--- src/rtl/seg_scan_driver_if.sv ---
// Bundles the scan-mux-facing inputs and the pad-facing outputs of the 7-seg output stage.
// The master modport belongs to whatever drives the scan mux side; the slave modport is the driver itself.
interface seg_scan_driver_if #(
    parameter int NDIG     = 10,
    parameter int NSEG     = 8,
    parameter int PWM_BITS = 4
);
    logic                enable;
    logic [NDIG-1:0]     sel_in;
    logic [NSEG-1:0]     segm_in;
    logic [PWM_BITS-1:0] brightness;
    logic [NDIG-1:0]     sel_out;
    logic [NSEG-1:0]     segm_out;
    logic                blanking;
    logic                err_onehot;

    modport master (
        output enable, sel_in, segm_in, brightness,
        input  sel_out, segm_out, blanking, err_onehot
    );

    modport slave (
        input  enable, sel_in, segm_in, brightness,
        output sel_out, segm_out, blanking, err_onehot
    );
endinterface

--- src/rtl/seg_scan_driver.sv ---
// 7-seg pad output stage: anti-ghosting blank on every digit change, PWM brightness on the
// segments, pad polarity, and flagging of malformed (non-one-hot) digit selects.
// Every output is a register loaded from next-state values, so pads never see combinational glitches.
module seg_scan_driver #(
    parameter int NDIG           = 10,
    parameter int NSEG           = 8,
    parameter int BLANK_CYC      = 4,
    parameter int PWM_BITS       = 4,
    parameter bit SEL_ACTIVE_LOW = 1'b1,
    parameter bit SEG_ACTIVE_LOW = 1'b0
) (
    input logic              clk,
    input logic              rst,
    seg_scan_driver_if.slave bus
);
    localparam logic [1:0] S_IDLE  = 2'd0;
    localparam logic [1:0] S_BLANK = 2'd1;
    localparam logic [1:0] S_DRIVE = 2'd2;

    localparam logic [7:0]          BLANK_LOAD = 8'(BLANK_CYC - 1);
    localparam logic [PWM_BITS-1:0] PWM_FULL   = {PWM_BITS{1'b1}};
    localparam logic [NDIG-1:0]     SEL_OFF    = SEL_ACTIVE_LOW ? {NDIG{1'b1}} : {NDIG{1'b0}};
    localparam logic [NSEG-1:0]     SEG_OFF    = SEG_ACTIVE_LOW ? {NSEG{1'b1}} : {NSEG{1'b0}};

    logic [1:0]          r_state;
    logic [7:0]          r_blank_cnt;
    logic [NDIG-1:0]     r_sel_lat;
    logic [NSEG-1:0]     r_seg_lat;
    logic [PWM_BITS-1:0] r_bright_lat;
    logic [PWM_BITS-1:0] r_pwm_cnt;
    logic [NDIG-1:0]     r_sel_out;
    logic [NSEG-1:0]     r_segm_out;
    logic                r_blanking;
    logic                r_err_onehot;

    logic [1:0]          w_state_next;
    logic [7:0]          w_blank_cnt_next;
    logic [NDIG-1:0]     w_sel_lat_next;
    logic [PWM_BITS-1:0] w_bright_next;
    logic [PWM_BITS-1:0] w_pwm_next;
    logic                w_onehot;
    logic                w_valid;
    logic                w_sel_changed;
    logic                w_pwm_on;
    logic [NSEG-1:0]     w_seg_lit;

    // Exactly one bit set: non-zero and clearing the lowest set bit leaves nothing.
    assign w_onehot      = (bus.sel_in != '0) && ((bus.sel_in & (bus.sel_in - NDIG'(1))) == '0);
    assign w_valid       = bus.enable & w_onehot;
    assign w_sel_changed = (bus.sel_in != r_sel_lat);

    // Next-state logic: any invalid input drops to IDLE; any digit change restarts a full blank.
    always_comb begin
        w_state_next     = r_state;
        w_blank_cnt_next = r_blank_cnt;
        w_sel_lat_next   = r_sel_lat;
        w_bright_next    = r_bright_lat;
        w_pwm_next       = r_pwm_cnt;
        if (!w_valid) begin
            w_state_next = S_IDLE;
        end else begin
            case (r_state)
                S_IDLE: begin
                    w_state_next     = S_BLANK;
                    w_blank_cnt_next = BLANK_LOAD;
                    w_sel_lat_next   = bus.sel_in;
                end
                S_BLANK: begin
                    if (w_sel_changed) begin
                        w_blank_cnt_next = BLANK_LOAD;
                        w_sel_lat_next   = bus.sel_in;
                    end else if (r_blank_cnt == 8'd0) begin
                        w_state_next  = S_DRIVE;
                        w_bright_next = bus.brightness;
                        w_pwm_next    = '0;
                    end else begin
                        w_blank_cnt_next = r_blank_cnt - 8'd1;
                    end
                end
                S_DRIVE: begin
                    if (w_sel_changed) begin
                        w_state_next     = S_BLANK;
                        w_blank_cnt_next = BLANK_LOAD;
                        w_sel_lat_next   = bus.sel_in;
                    end else begin
                        w_pwm_next = r_pwm_cnt + PWM_BITS'(1);
                    end
                end
                default: w_state_next = S_IDLE;
            endcase
        end
    end

    // All-ones brightness means always on; otherwise the first bright_lat slots of the period are lit.
    assign w_pwm_on  = (w_bright_next == PWM_FULL) || (w_pwm_next < w_bright_next);
    assign w_seg_lit = ((w_state_next == S_DRIVE) && w_pwm_on) ? r_seg_lat : '0;

    // Control state, latches and counters.
    always_ff @(posedge clk or posedge rst) begin
        if (rst) begin
            r_state      <= S_IDLE;
            r_blank_cnt  <= '0;
            r_sel_lat    <= '0;
            r_seg_lat    <= '0;
            r_bright_lat <= '0;
            r_pwm_cnt    <= '0;
        end else begin
            r_state      <= w_state_next;
            r_blank_cnt  <= w_blank_cnt_next;
            r_sel_lat    <= w_sel_lat_next;
            r_seg_lat    <= bus.segm_in;
            r_bright_lat <= w_bright_next;
            r_pwm_cnt    <= w_pwm_next;
        end
    end

    // Pad-facing output registers with polarity applied; inactive outside DRIVE.
    always_ff @(posedge clk or posedge rst) begin
        if (rst) begin
            r_sel_out    <= SEL_OFF;
            r_segm_out   <= SEG_OFF;
            r_blanking   <= 1'b0;
            r_err_onehot <= 1'b0;
        end else begin
            r_sel_out    <= (w_state_next == S_DRIVE) ? (SEL_ACTIVE_LOW ? ~r_sel_lat : r_sel_lat) : SEL_OFF;
            r_segm_out   <= SEG_ACTIVE_LOW ? ~w_seg_lit : w_seg_lit;
            r_blanking   <= (w_state_next == S_BLANK);
            r_err_onehot <= bus.enable & ~w_onehot;
        end
    end

    assign bus.sel_out    = r_sel_out;
    assign bus.segm_out   = r_segm_out;
    assign bus.blanking   = r_blanking;
    assign bus.err_onehot = r_err_onehot;
endmodule

--- src/flat_wrapper.sv ---
// flat-port wrapper written by rule: the top's interface ports become plain ports
module seg_scan_driver_flat 
#(
    parameter int NDIG           = 10,
    parameter int NSEG           = 8,
    parameter int BLANK_CYC      = 4,
    parameter int PWM_BITS       = 4,
    parameter bit SEL_ACTIVE_LOW = 1'b1,
    parameter bit SEG_ACTIVE_LOW = 1'b0
)
  (clk, rst, bus_enable, bus_sel_in, bus_segm_in, bus_brightness, bus_sel_out, bus_segm_out, bus_blanking, bus_err_onehot);
  seg_scan_driver_if #(.NDIG(NDIG), .NSEG(NSEG), .PWM_BITS(PWM_BITS)) bus_i ();
  input logic clk;
  input logic rst;
  input wire logic [$bits(bus_i.enable)-1:0] bus_enable;
  input wire logic [$bits(bus_i.sel_in)-1:0] bus_sel_in;
  input wire logic [$bits(bus_i.segm_in)-1:0] bus_segm_in;
  input wire logic [$bits(bus_i.brightness)-1:0] bus_brightness;
  output wire logic [$bits(bus_i.sel_out)-1:0] bus_sel_out;
  output wire logic [$bits(bus_i.segm_out)-1:0] bus_segm_out;
  output wire logic [$bits(bus_i.blanking)-1:0] bus_blanking;
  output wire logic [$bits(bus_i.err_onehot)-1:0] bus_err_onehot;
  assign bus_i.enable = bus_enable;
  assign bus_i.sel_in = bus_sel_in;
  assign bus_i.segm_in = bus_segm_in;
  assign bus_i.brightness = bus_brightness;
  assign bus_sel_out = bus_i.sel_out;
  assign bus_segm_out = bus_i.segm_out;
  assign bus_blanking = bus_i.blanking;
  assign bus_err_onehot = bus_i.err_onehot;
  seg_scan_driver #(.NDIG(NDIG), .NSEG(NSEG), .BLANK_CYC(BLANK_CYC), .PWM_BITS(PWM_BITS), .SEL_ACTIVE_LOW(SEL_ACTIVE_LOW), .SEG_ACTIVE_LOW(SEG_ACTIVE_LOW)) u_core (.clk(clk), .rst(rst), .bus(bus_i));
endmodule
--- config.mk ---
export PLATFORM = sky130hd
export DESIGN_NAME = seg_scan_driver_flat
export DESIGN_NICKNAME = d
export VERILOG_FILES = /design/src/rtl/seg_scan_driver_if.sv /design/src/rtl/seg_scan_driver.sv /design/src/flat_wrapper.sv
export SDC_FILE = /design/constraint.sdc
export NUM_CORES = 1
export LEC_CHECK = 0
export ABC_CLOCK_PERIOD_IN_PS = 8780
export BUFFER_PORTS_ARGS = -buffer_cell sky130_fd_sc_hd__buf_2
export CORE_ASPECT_RATIO = 0.8
export CORE_UTILIZATION = 59
export DETAILED_ROUTE_END_ITERATION = 10
export HOLD_SLACK_MARGIN = 0.15
export MAX_ROUTING_LAYER = met4
export PLACE_DENSITY = 0.87
export REMOVE_ABC_BUFFERS = 1
export SLEW_MARGIN = 10
export SYNTH_ARGS = -nofsm -noshare
export SYNTH_HDL_FRONTEND = slang
export SYNTH_SLANG_ARGS = --single-unit
--- constraint.sdc ---
create_clock -name clk -period 8.78 [get_ports clk]
set_input_delay 2.195 -clock clk [delete_from_list [all_inputs] [get_ports clk]]
set_output_delay 2.195 -clock clk [all_outputs]
set_load 0.005 [all_outputs]
# Word-level counts from Yosys, hierarchy flattened
# Index checks and enable logic that the tools add are counted.
[word_totals]
reg_bits = 56
latchBits = 0
mem_bits_rw = 0
rom_bits = 0
in_bits = 25
output_inout_bits = 20
wordCells = 62
memories = 0
[classes]
n_addsub = 3
multipliers = 0
div_mod_pow = 0
n_lt_le_gt_ge = 1
eq_ne = 9
shift = 0
n_mux = 22
bitwise_logic = 5
reduce_logical = 12
[op_table]
columns = ["op", "count"]
rows = [
  ["4-bit two-way mux", 8],
  ["8-bit two-way mux", 4],
  ["8-bit one-hot mux with 3 select lines", 1],
  ["10-bit two-way mux", 2],
  ["10-bit one-hot mux with 2 select lines", 1],
  ["10-bit AND", 1],
  ["10-bit logical NOT", 1],
  ["10-bit inequality test", 1],
  ["10-bit NOT", 1],
  ["10-bit nonzero test", 1],
  ["10-bit by 1-bit subtractor with 10-bit output (second input constant)", 1],
  ["8-bit logical NOT", 1],
  ["2-bit two-way mux", 4],
  ["4-bit one-hot mux with 2 select lines", 1],
  ["8-bit by 1-bit subtractor with 8-bit output (second input constant)", 1],
  ["2-bit one-hot mux with 3 select lines", 1],
  ["4-bit by 1-bit adder with 4-bit output (second input constant)", 1],
  ["2-bit by 1-bit == test with 1-bit output (second input constant)", 2],
  ["2-bit == test (second input constant)", 2],
  ["4-bit == test (second input constant)", 1],
  ["4-bit less-than comparator", 1],
  ["2-bit by 1-bit inequality test with 1-bit output (second input constant)", 2],
  ["4-bit AND reduction", 1],
  ["3-bit by 2-bit inequality test with 1-bit output (second input constant)", 1],
  ["other kinds (9)", 11],
]

# Longest topological paths before layout
[logic_depth]
word_depth = 10
mapped_depth = 13
mapped_depth_nobuf = 12

# Worst setup path after synthesis
# OpenSTA, ideal clock, no wires.
[synth_timing]
path_kind = "input port to flip-flop"
start = "in bus_sel_in[1]"
end = "reg u_core.r_segm_out[0], in the netlist u_core.bus.segm_out[0]"
setup_ns = 0.066
arrival_time_ns = 4.836
required_time_ns = 8.714
slack_ns = 3.878
cell_stages = 11
n_path_buf = 0
path_cell_list = "or4_4 > a311oi_2 > nand2_2 > nor4_4 > mux2_2 > inv_1 > ha_1 > or2_2 > o311ai_1 > a22o_2 > and2_1"
[synth_between]
elab_chain_len = 10
word_cells_on_any_way = 24
cone_classes = "add/sub: 1; order compare: 1; eq/ne: 3; mux: 12; bitwise: 2; reduce/logical: 5"
[synth_lines]
columns = ["element", "line_no", "rtl"]
rows = [
  ["start, declared", "flat_wrapper.sv:16", "input wire logic [$bits(bus_i.sel_in)-1:0] bus_sel_in;"],
  ["10-bit by 1-bit subtractor with 10-bit output", "seg_scan_driver.sv:48", "assign w_onehot = (bus.sel_in != '0) && ((bus.sel_in & (bus.sel_in - NDIG'(1))) == '0);"],
  ["10-bit AND", "seg_scan_driver.sv:48", ""],
  ["10-bit logical NOT", "seg_scan_driver.sv:48", ""],
  ["1-bit logical AND", "seg_scan_driver.sv:48", ""],
  ["1-bit AND", "seg_scan_driver.sv:49", "assign w_valid = bus.enable & w_onehot;"],
  ["4-bit two-way mux *", "seg_scan_driver.sv:59", "if (!w_valid) begin"],
  ["named net u_core.w_bright_next[3]", "seg_scan_driver.sv:39", "logic [PWM_BITS-1:0] w_bright_next;"],
  ["4-bit less-than comparator or 4-bit == test (tied branches)", "seg_scan_driver.sv:95", "assign w_pwm_on = (w_bright_next == PWM_FULL) || (w_pwm_next < w_bright_next);"],
  ["1-bit logical OR *", "seg_scan_driver.sv:95", ""],
  ["1-bit logical AND *", "seg_scan_driver.sv:96", "assign w_seg_lit = ((w_state_next == S_DRIVE) && w_pwm_on) ? r_seg_lat : '0;"],
  ["8-bit two-way mux *", "seg_scan_driver.sv:96", ""],
  ["named net u_core.w_seg_lit[0]", "seg_scan_driver.sv:45", "logic [NSEG-1:0] w_seg_lit;"],
  ["end signal, assigned", "seg_scan_driver.sv:126", "r_segm_out <= SEG_ACTIVE_LOW ? ~w_seg_lit : w_seg_lit;"],
  ["end, declared", "seg_scan_driver.sv:32", "logic [NSEG-1:0] r_segm_out;"],
]
# The timed path passes the listed nets; every way through them passes the cells marked *.
# A chain may end at the register's enable or synchronous reset.

# Worst setup path after layout
[layout_timing]
start = "in bus_sel_in[1]"
end = "reg u_core.r_segm_out[7], in the netlist u_core.bus.segm_out[7]"
# The elaborated chain is that of the path after synthesis.

==> impl_metrics.env <==
export IMPL_status="complete, no violations"
export IMPL_fin_tns_setup_ns=0
export IMPL_dp_hpwl_um=3300
export IMPL_core_area_um2=4200
export IMPL_fin_crit_ns=4.95
export IMPL_initial_utilization_pct=61.5
export IMPL_place_area_um2=2870
export IMPL_worstSetupEndpointType="flop"
export IMPL_peakVddDrop_uv=149
export IMPL_synth_ff_type="dfrtp_1"
export IMPL_synth_seq_cells=56
export IMPL_cp_slowest_cell="or4_4"
export IMPL_worstPathMaxFanout=8
export IMPL_cts_resized=0
export IMPL_clk_latency_ns=0.31
export IMPL_critPathKind="in2reg"
export IMPL_die_x_um=76.0
export IMPL_final_cell_mix="dfrtp_1, buf_2, xor2_1, inv_1"
export IMPL_antenna_found_initial=0
export IMPL_drt_iter0_drc=81
export IMPL_synth_compound_area_share_pct=9.54
export IMPL_setup_violations=0
export IMPL_synth_enable_flop_cells=0
export IMPL_synthMuxAreaShare_pct=6.78
export IMPL_wl_per_cell_um=14.1
export IMPL_die_h_um=61.2
export IMPL_clock_path_buffers=2
export IMPL_syn_area_um2=2580
export IMPL_critPathLaunchType="input pin"
export IMPL_grt_max_degree=57
export IMPL_clock_skew_ns=0.00545
export IMPL_pin_count=45
export IMPL_holdBufCountCts=0
export IMPL_synth_top_family_by_area="simple AND/OR/NAND/NOR gates"
export IMPL_first_pass_iters=4
export IMPL_port_buffers=44
export IMPL_yosys_area_share_simple_pct=16.2
export IMPL_yosysSeqAreaShare_pct=54.7
export IMPL_htreeDepth=2
export IMPL_crit_required_ns=9.03
export IMPL_async_flop_share_pct=100
export IMPL_cap_violations=0
export IMPL_drc=0
export IMPL_wl_um=4510
export IMPL_grt_pass1_wl_um=7310
export IMPL_max_freq_mhz=202
export IMPL_drive_above_1_share_pct=33.5
export IMPL_grt_overflow=0
export IMPL_synth_warnings=0
export IMPL_viasPerCell=5.52
export IMPL_rows=21
export IMPL_place_gp_congestion=0.916
export IMPL_synth_distinct_cells=49
export IMPL_diodes=0
export IMPL_max_slew_margin_rel_pct=45.6
export IMPL_cp_slowest_stage_delay_ns=0.55
export IMPL_p_leak_nw=1.40
export IMPL_root_buffer="clkbuf_8"
export IMPL_finalHoldViolCount=0
export IMPL_fin_area_um2=2960
export IMPL_dieArea_um2=4650
export IMPL_cts_sinks=56
export IMPL_synthXorXnorAreaFrac_pct=5.76
export IMPL_rrSetupSlack_ns=5.49
export IMPL_syn_to_final_growth_pct=14.6
export IMPL_syn_inst=214
export IMPL_hold_path_class="reg2reg"
export IMPL_layout_nets=295
export IMPL_finalCritPeriodShare_pct=56.4
export IMPL_clk_pin_slew_ns=0.10
export IMPL_final_common_cell="dfrtp_1"
export IMPL_yosys_area_share_adder_pct=4.26
export IMPL_synth_area_per_cell_um2=12.1
export IMPL_vias=1765
export IMPL_grt_use_total_pct=21.6
export IMPL_grt_setup_unrepaired="no"
export IMPL_worstMarginPinSlew_ns=0.814
export IMPL_slew_violations=0
export IMPL_path_cells="buf_2, or4_4, a311oi_2, nand2_2, nor4_4, mux2_2, inv_1, ha_1, or2_2, o311ai_1, a22o_2, and2_1"
export IMPL_worstPathArrival_ns=5.20
export IMPL_ant_nets=0
export IMPL_numCtsBuffers=5
export IMPL_power_density_nw_per_um2=155
export IMPL_grt_pass1_vias=1564
export IMPL_cts_setup_buffers=0
export IMPL_cts_tree="yes"
synth_stat cells, drive strengths merged, types with 4 or more instances:
master | count | area [um^2]
mux2i | 4 | 40.0
mux2 | 12 | 135
dfstp | 10 | 263
ha | 8 | 100
and2 | 12 | 75.1
nand4 | 10 | 62.6
nand2 | 12 | 47.6
dfrtp | 46 | 1150
nor2 | 9 | 33.8
nor4 | 5 | 58.8
inv | 15 | 56.3
xor2 | 14 | 123
nor3 | 9 | 45.0
through the flow:
stage	hold slack, ns	setup WS, ns	std cells	power, mW	utilization (%)
floorplan	0.407	3.88	210	0.305	-
global placement	0.421	3.63	312	0.320	68.2
detailed placement	0.426	3.51	312	0.321	68.2
CTS	0.440	3.83	320	0.462	70.5
global route	0.479	3.68	320	0.480	70.5
finish	0.437	3.83	320	0.458	70.5
path summary, 6_finish.rpt:
check / cells past startpoint / startpoint / to
setup / recovery: 12 / bus_sel_in[1] / u_core.bus.segm_out[7]$_DFF_PP0_
hold / removal: 1 / u_core.r_sel_lat[3]$_DFFE_PP0P_ / u_core.bus.sel_out[3]$_DFF_PP1_
setup reg to reg: 10 / u_core.r_sel_lat[1]$_DFFE_PP0P_ / u_core.bus.segm_out[7]$_DFF_PP0_
hold reg to reg: 1 / u_core.r_sel_lat[3]$_DFFE_PP0P_ / u_core.bus.sel_out[3]$_DFF_PP1_
max in group asynchronous: 3 / rst / u_core.r_sel_lat[8]$_DFFE_PP0P_
min in group asynchronous: 3 / rst / u_core.r_sel_lat[1]$_DFFE_PP0P_
where the power goes:
group	leakage (nW)	internal (mW)	switching, mW
clock network	0.0452	0.0582	0.0838
registers	0.712	0.267	0.00696
logic	0.642	0.0173	0.0253
total	1.40	0.342	0.116
cell families (layout without fill, tap and decap cells):
kind of cell | after synthesis | after routing
adders and majority gates | 9 | 9
muxes | 16 | 16
buffers and inverters | 19 | 68
xor gates and xnor gates | 17 | 17
DFF | 56 | 56
and+or+nand+nor | 70 | 70
AOI/OAI and AO/OA | 27 | 27
metal layers:
layer  vias to the layer above  part of all wire, %  track usage [%]
li1                        861                    -                -
met1                       856                   49             30.1
met2                        43                   45             32.3
met3                         5                  4.5             5.04
met4                         0                 0.98             5.77
met5                         -                    0                -
area by class of cell:
cell class / count / area (um^2)
multi-input combinational: 139 / 1100
fill: 315 / 1240
tap: 57 / 71.3
clock inverter: 3 / 25.0
inverter: 15 / 56.3
clock buffer: 5 / 68.8
timing repair buffer: 45 / 228
sequential: 56 / 1410
flip-flops by register name, summed over array words and instances (netlist names):
name / cells
u_core.r_seg_lat: 8
u_core.bus.blanking: 1
u_core.r_sel_lat: 10
u_core.r_pwm_cnt: 4
u_core.r_blank_cnt: 8
u_core.bus.sel_out: 10
u_core.r_bright_lat: 4
u_core.bus.segm_out: 8
u_core.r_state: 2
u_core.bus.err_onehot: 1
worst max-delay path, delay by kind of cell:
family,cells,cell delay (ns)
simple gates,5,1.60
compound gates,3,0.56
mux,1,0.41
fa+ha+maj,1,0.22
buf+inv,2,0.20
No activity file was read; power rests on OpenSTA's default activity.
